`config.mk`:
```
export PLATFORM = sky130hd
export DESIGN_NAME = shift_add_mul_seq
export DESIGN_NICKNAME = d
export VERILOG_FILES = /design/src/rtl/shift_add_mul_seq.sv
export SDC_FILE = /design/constraint.sdc
export NUM_CORES = 1
export LEC_CHECK = 0
export ABC_AREA = 0
export ABC_CLOCK_PERIOD_IN_PS = 2800
export CORE_ASPECT_RATIO = 0.75
export CORE_MARGIN = 5
export CORE_UTILIZATION = 50
export CTS_BUF_LIST = sky130_fd_sc_hd__clkbuf_4
export DETAILED_ROUTE_END_ITERATION = 7
export PLACE_DENSITY = 0.72
export SLEW_MARGIN = 20
export SYNTH_ARGS = -nofsm -noshare
export SYNTH_HDL_FRONTEND = slang
export SYNTH_SLANG_ARGS = --single-unit
```
`constraint.sdc`:
```
create_clock -name clk -period 2.8 [get_ports clk]
set_input_delay 0.7 -clock clk [delete_from_list [all_inputs] [get_ports clk]]
set_output_delay 0.7 -clock clk [all_outputs]
set_load 0.05 [all_outputs]
```
`src/rtl/shift_add_mul_seq.sv`:
```
// Sequential shift-and-add multiplier: one multiplier bit per clock, LSB first.
// Optional macro SIGNED_MUL_EN adds the is_signed port for two's-complement products.
`timescale 1ns/1ps
module shift_add_mul_seq #(
  parameter int WIDTH = 8
) (
  input  logic               clk,
  input  logic               rst_n,
  input  logic               in_valid,
  output logic               in_ready,
  input  logic [WIDTH-1:0]   a,
  input  logic [WIDTH-1:0]   b,
`ifdef SIGNED_MUL_EN
  input  logic               is_signed,
`endif
  output logic               out_valid,
  input  logic               out_ready,
  output logic [2*WIDTH-1:0] mul,
  output logic               busy,
  output logic [1:0]         dbg_state_o
);

  localparam int PW = 2 * WIDTH;
  localparam int CW = $clog2(WIDTH + 1);

  typedef enum logic [1:0] {
    ST_IDLE = 2'd0,
    ST_RUN  = 2'd1,
    ST_DONE = 2'd2
  } state_t;

  // Handshakes: a transfer happens on a rising edge where valid and ready are both high;
  // in_ready depends only on registered state, and out_valid/mul hold until out_ready.
  state_t          state_q, state_d;
  logic [CW-1:0]   cnt_q;
  logic [PW-1:0]   acc_q, acc_d;
  logic [PW-1:0]   mcand_q, mcand_init, addend;
  logic [WIDTH-1:0] mplier_q;
  logic [PW-1:0]   mul_q;
  logic            sgn;
  logic            accept;
  logic            last_bit;

  assign accept   = in_ready && in_valid;
  assign last_bit = (cnt_q == CW'(WIDTH - 1));

`ifdef SIGNED_MUL_EN
  logic sgn_q;

  always_ff @(posedge clk or negedge rst_n) begin
    if (!rst_n) begin
      sgn_q <= 1'b0;
    end else if (accept) begin
      sgn_q <= is_signed;
    end
  end

  assign sgn        = sgn_q;
  assign mcand_init = is_signed ? {{WIDTH{a[WIDTH-1]}}, a} : {{WIDTH{1'b0}}, a};
`else
  assign sgn        = 1'b0;
  assign mcand_init = {{WIDTH{1'b0}}, a};
`endif

  always_ff @(posedge clk or negedge rst_n) begin
    if (!rst_n) begin
      state_q <= ST_IDLE;
    end else begin
      state_q <= state_d;
    end
  end

  always_comb begin
    state_d = state_q;
    case (state_q)
      ST_IDLE: if (in_valid) state_d = ST_RUN;
      ST_RUN:  if (last_bit) state_d = ST_DONE;
      ST_DONE: if (out_ready) state_d = ST_IDLE;
      default: state_d = ST_IDLE;
    endcase
  end

  always_comb begin
    in_ready    = (state_q == ST_IDLE);
    out_valid   = (state_q == ST_DONE);
    busy        = (state_q == ST_RUN) || (state_q == ST_DONE);
    dbg_state_o = state_q;
  end

  // The multiplier MSB carries negative weight in signed mode, so its term is subtracted.
  always_comb begin
    addend = mplier_q[0] ? mcand_q : '0;
    acc_d  = (sgn && last_bit) ? (acc_q - addend) : (acc_q + addend);
  end

  always_ff @(posedge clk or negedge rst_n) begin
    if (!rst_n) begin
      cnt_q    <= '0;
      acc_q    <= '0;
      mcand_q  <= '0;
      mplier_q <= '0;
      mul_q    <= '0;
    end else if (accept) begin
      cnt_q    <= '0;
      acc_q    <= '0;
      mcand_q  <= mcand_init;
      mplier_q <= b;
    end else if (state_q == ST_RUN) begin
      cnt_q    <= cnt_q + CW'(1);
      acc_q    <= acc_d;
      mcand_q  <= mcand_q << 1;
      mplier_q <= mplier_q >> 1;
      if (last_bit) begin
        mul_q <= acc_d;
      end
    end
  end

  assign mul = mul_q;

endmodule

```
==> results_tabular.tex <==
\begin{tabular}{lr}
\hline
Metric & Value \\
\hline
\multicolumn{2}{l}{\textbf{CTS}} \\
\quad Insertion delay of the later-clocked pin in the worst-skew pair & 0.41 ns \\
\quad CTS tree & done \\
\quad Clock Sink Count & 62 \\
\quad Num CTS Buffers & 9 \\
\quad Number of buffers inserted by hold repair at cts & 0 \\
\quad Clock root buffer master & clkbuf\_4 \\
\quad CTS clock-pin slew for the worst setup and hold paths & 0.11 ns \\
\quad H-tree levels & 3 \\
\quad Clock Path Buffers & 2 \\
\multicolumn{2}{l}{\textbf{Power and ir drop}} \\
\quad Leak pwr & 1.93 nW \\
\quad Maximum vdd ir drop & 510 µV \\
\quad Power density cells & 1010 mW/mm² \\
\multicolumn{2}{l}{\textbf{Yosys}} \\
\quad Unique cell type count in the Yosys netlist & 48 \\
\quad Per-instance average area after synthesis & 9.80 µm² \\
\quad Most common flop cell mapped by yosys & dfrtp\_1 \\
\quad Number of enable-type register cells in the synthesized netlist & 0 \\
\quad Top cell type's share of synthesized area & 44.3\% \\
\quad Cell area after technology mapping & 0.00350 mm² \\
\quad Syn nets & 397 \\
\quad Part of the Yosys area used for sequential elements & 44.3\% \\
\quad Post-synthesis cell type with the largest combined area & dfrtp\_1 \\
\quad Proportion of register bits with asynchronous set or reset after synthesis & 100\% \\
\quad Register bit count reported by yosys & 62 \\
\quad Instance count of the mapped netlist & 357 \\
\quad Total of warnings raised by yosys & 0 \\
\quad Biggest area contributors in the synthesized netlist & dfrtp\_1 (44\%), mux2i\_1 (9.7\%), ha\_1 (6.8\%) \\
\multicolumn{2}{l}{\textbf{Setup path}} \\
\quad Reg2Reg Capture Point & acc\_q[15]\$\_DFFE\_PN0P\_ \\
\quad Worst setup path class & reg2out \\
\quad Origin of the worst setup path & dbg\_state\_o[1]\$\_DFFE\_PN0P\_ \\
\quad Setup slack of the most critical reg-to-reg path & 0.20 ns \\
\quad CP peak stage delay & 0.80 ns \\
\quad Cell breakdown of the critical path & inv\_1, ha\_1, clkdlybuf4s50\_1 \\
\quad Termination of the worst setup path & busy \\
\quad Top delay family on crit path & buffers and inverters \\
\quad Buffering stage count on the worst path with inverters included & 2 \\
\quad CP Capture Type & output pin \\
\quad Worst-path fanout max & 4 \\
\quad R2R Path Start & mplier\_q[0]\$\_DFFE\_PN0P\_ \\
\quad Logic depth of the worst setup path including buffers & 3 \\
\quad Type of element launching the critical path & flip-flop \\
\quad Endpoint required time on the critical path & 2.10 ns \\
\quad Arrival time at the worst endpoint & 1.96 ns \\
\quad Worst-case reg-to-reg path depth & 10 \\
\quad CP max-delay cell & clkdlybuf4s50\_1 \\
\multicolumn{2}{l}{\textbf{Route}} \\
\quad Ratio of routed vias to standard cells & 5.53 \\
\quad Number of detailed-route iterations in the first pass & 5 \\
\quad Number of vias after detailed routing & 2,673 \\
\quad Average routed wire per standard cell & 15.2 µm \\
\quad Number of violations reported at the end of detailed-routing iteration 0 & 165 \\
\quad Final routed wirelength across all metal layers & 7.36 mm \\
\quad Post-route DRC & 0 \\
\quad Post-DRT Antenna Nets & 0 \\
\multicolumn{2}{l}{\textbf{Global route}} \\
\quad Number of antenna violations at the first check in global routing & 0 \\
\quad Total Routing Usage GR & 18.4\% \\
\quad Overflow left after global routing & 0 \\
\quad Via count of the first global-routing pass & 2,579 \\
\quad Maximum number of pins on one net before global-route repair & 63 \\
\quad First-pass GRT wire length & 12.5 mm \\
\multicolumn{2}{l}{\textbf{Die}} \\
\quad Starting utilization of the core area & 51.5\% \\
\quad Die width & 107 µm \\
\quad Overall die area & 0.00879 mm² \\
\quad Boundary pin count & 41 \\
\quad Core footprint & 0.00680 mm² \\
\quad Height of the chip & 82.5 µm \\
\quad Std cell rows & 26 \\
\multicolumn{2}{l}{\textbf{STA}} \\
\quad Number of pins with negative max-slew slack in the final report & 0 \\
\quad Final setup TNS & 0 ns \\
\quad Final worst path period share & 95.1\% \\
\quad Final Setup Violations & 0 \\
\quad Worst Tran Pin Value & 0.710 ns \\
\quad Max transition margin & 52.7\% \\
\quad Worst clock skew & 0.0167 ns \\
\quad Setup repair after global routing missed its margin & false \\
\quad Final Hold Violating Endpoints & 0 \\
\quad Final critical delay including setup and external delays & 2.66 ns \\
\quad Achievable Freq & 375 MHz \\
\multicolumn{2}{l}{\textbf{Cells and area}} \\
\quad Sequential cell area in the final layout & 0.00155 mm² \\
\quad Utilization after layout & 61.0\% \\
\quad Area delta synth->final & 18.5\% \\
\quad ANT cells & 0 \\
\quad Commonest cells after routing, fill and taps aside & dfrtp\_1 (62), nand2\_1 (39), clkdlybuf4s50\_1 (38) \\
\quad Combined area of the multi-input logic cells & 0.00187 mm² \\
\quad Share of cells above drive strength 1 & 10.0\% \\
\quad Post-layout nets & 435 \\
\quad Filler cell count & 619 \\
\quad Commonest non-fill, non-tap cell in the layout & dfrtp\_1 \\
\multicolumn{2}{l}{\textbf{Place}} \\
\quad Half-perimeter wire length after detailed placement & 5.11 mm \\
\quad Number of buffers added on ports & 40 \\
\quad Global placement routability congestion & 0.835 \\
\multicolumn{2}{l}{\textbf{Run}} \\
\quad Max-cap viol count & 0 \\
\multicolumn{2}{l}{\textbf{Outcome}} \\
\quad Outcome & finished clean \\
\multicolumn{2}{l}{\textbf{Hold path}} \\
\quad Worst hold path class & in2async \\
\hline
\end{tabular}
## sequential cells by signal, summed over array words and instances (netlist names)
name	cells
acc_q	16
mcand_q	16
mul	16
mplier_q	8
cnt_q	4
dbg_state_o	2
## worst reg2reg max path, delay by kind of cell, from the launching register on
kind	cells	cell delay, ns
DFF	1	0.40
AOI/OAI and AO/OA	7	1.40
buffers and inverters	1	0.19
and+or+nand+nor	1	0.16
adders and majority gates	1	0.34
## through the flow
step                      hold WS, ns  setup WS, ns  instance area, µm²  power, W  std cells
final                           0.278         0.137                4150   0.00420        483
after global routing            0.277       0.00884                4150   0.00451        483
after CTS                       0.270        0.0572                4130   0.00423        483
after detailed placement        0.470         0.197                3980   0.00354        468
after global placement          0.461         0.253                3980   0.00348        468
after floorplan                 0.404         0.111                3500   0.00296        357
## worst min-delay path by stage
stage,to,slack (ns),start,cells past startpoint
floorplan,acc_q[0]$_DFFE_PN0P_,0.40,rst_n,0
global placement,mul[2]$_DFFE_PN0P_,0.46,mul[2]$_DFFE_PN0P_,2
detailed placement,mul[2]$_DFFE_PN0P_,0.47,mul[2]$_DFFE_PN0P_,2
CTS,mul[15]$_DFFE_PN0P_,0.27,rst_n,2
global route,mul[14]$_DFFE_PN0P_,0.28,rst_n,2
finish,mul[15]$_DFFE_PN0P_,0.28,rst_n,2
## synth_stat cells (all sizes together) (3+ instances only)
library cell	instances
dfrtp	62
nand2	39
mux2i	34
o21ai	34
nor2	32
ha	19
and2	16
clkbuf	15
a21oi	14
xnor2	12
nor3	11
mux2	8
inv	6
nand3	6
a21o	5
o21a	5
a22oi	3
buf	3
nand3b	3
## layer usage
metal	up-vias	share of wire, %	GRT usage, %
met5	-	0	0
met4	0	1.0	4.73
met3	11	6.9	5.67
met2	76	40	26.7
met1	1261	52	26.9
li1	1325	-	-
## power breakdown
part | switching [W] | total [W] | internal (W) | leakage, nW
sequential | 0.000199 | 0.00140 | 0.00121 | 0.787
combinational | 0.00129 | 0.00211 | 0.000823 | 1.07
clock | 0.000322 | 0.000683 | 0.000362 | 0.0776
## cells by family (layout without fill, tap and decap cells)
kind of cell / after synthesis / after routing / synth area share [%]
XOR/XNOR: 14 / 14 / 3.50
AND/OR/NAND/NOR: 120 / 120 / 16.4
AO/OA/AOI/OAI: 75 / 75 / 13.5
multiplexers: 42 / 42 / 12.3
buffers and inverters: 24 / 66 / 2.65
adder cells (fa/ha/maj): 20 / 20 / 7.37
flip-flops: 62 / 62 / 44.3
## what timing repair did
action,4_1_cts,5_1_grt
resized for setup,0,4
setup buffers,0,0
setup endpoints to repair,0,3
## cell type report
class / instances / area share, %
well taps: 84 / 2.53
multi-input cells: 271 / 45.1
inverters: 6 / 0.543
repair buffers: 45 / 10.8
clock buffers: 10 / 1.81
clock inverters: 5 / 1.81
flip-flops and latches: 62 / 37.4
(Power assumes the default switching activity.)
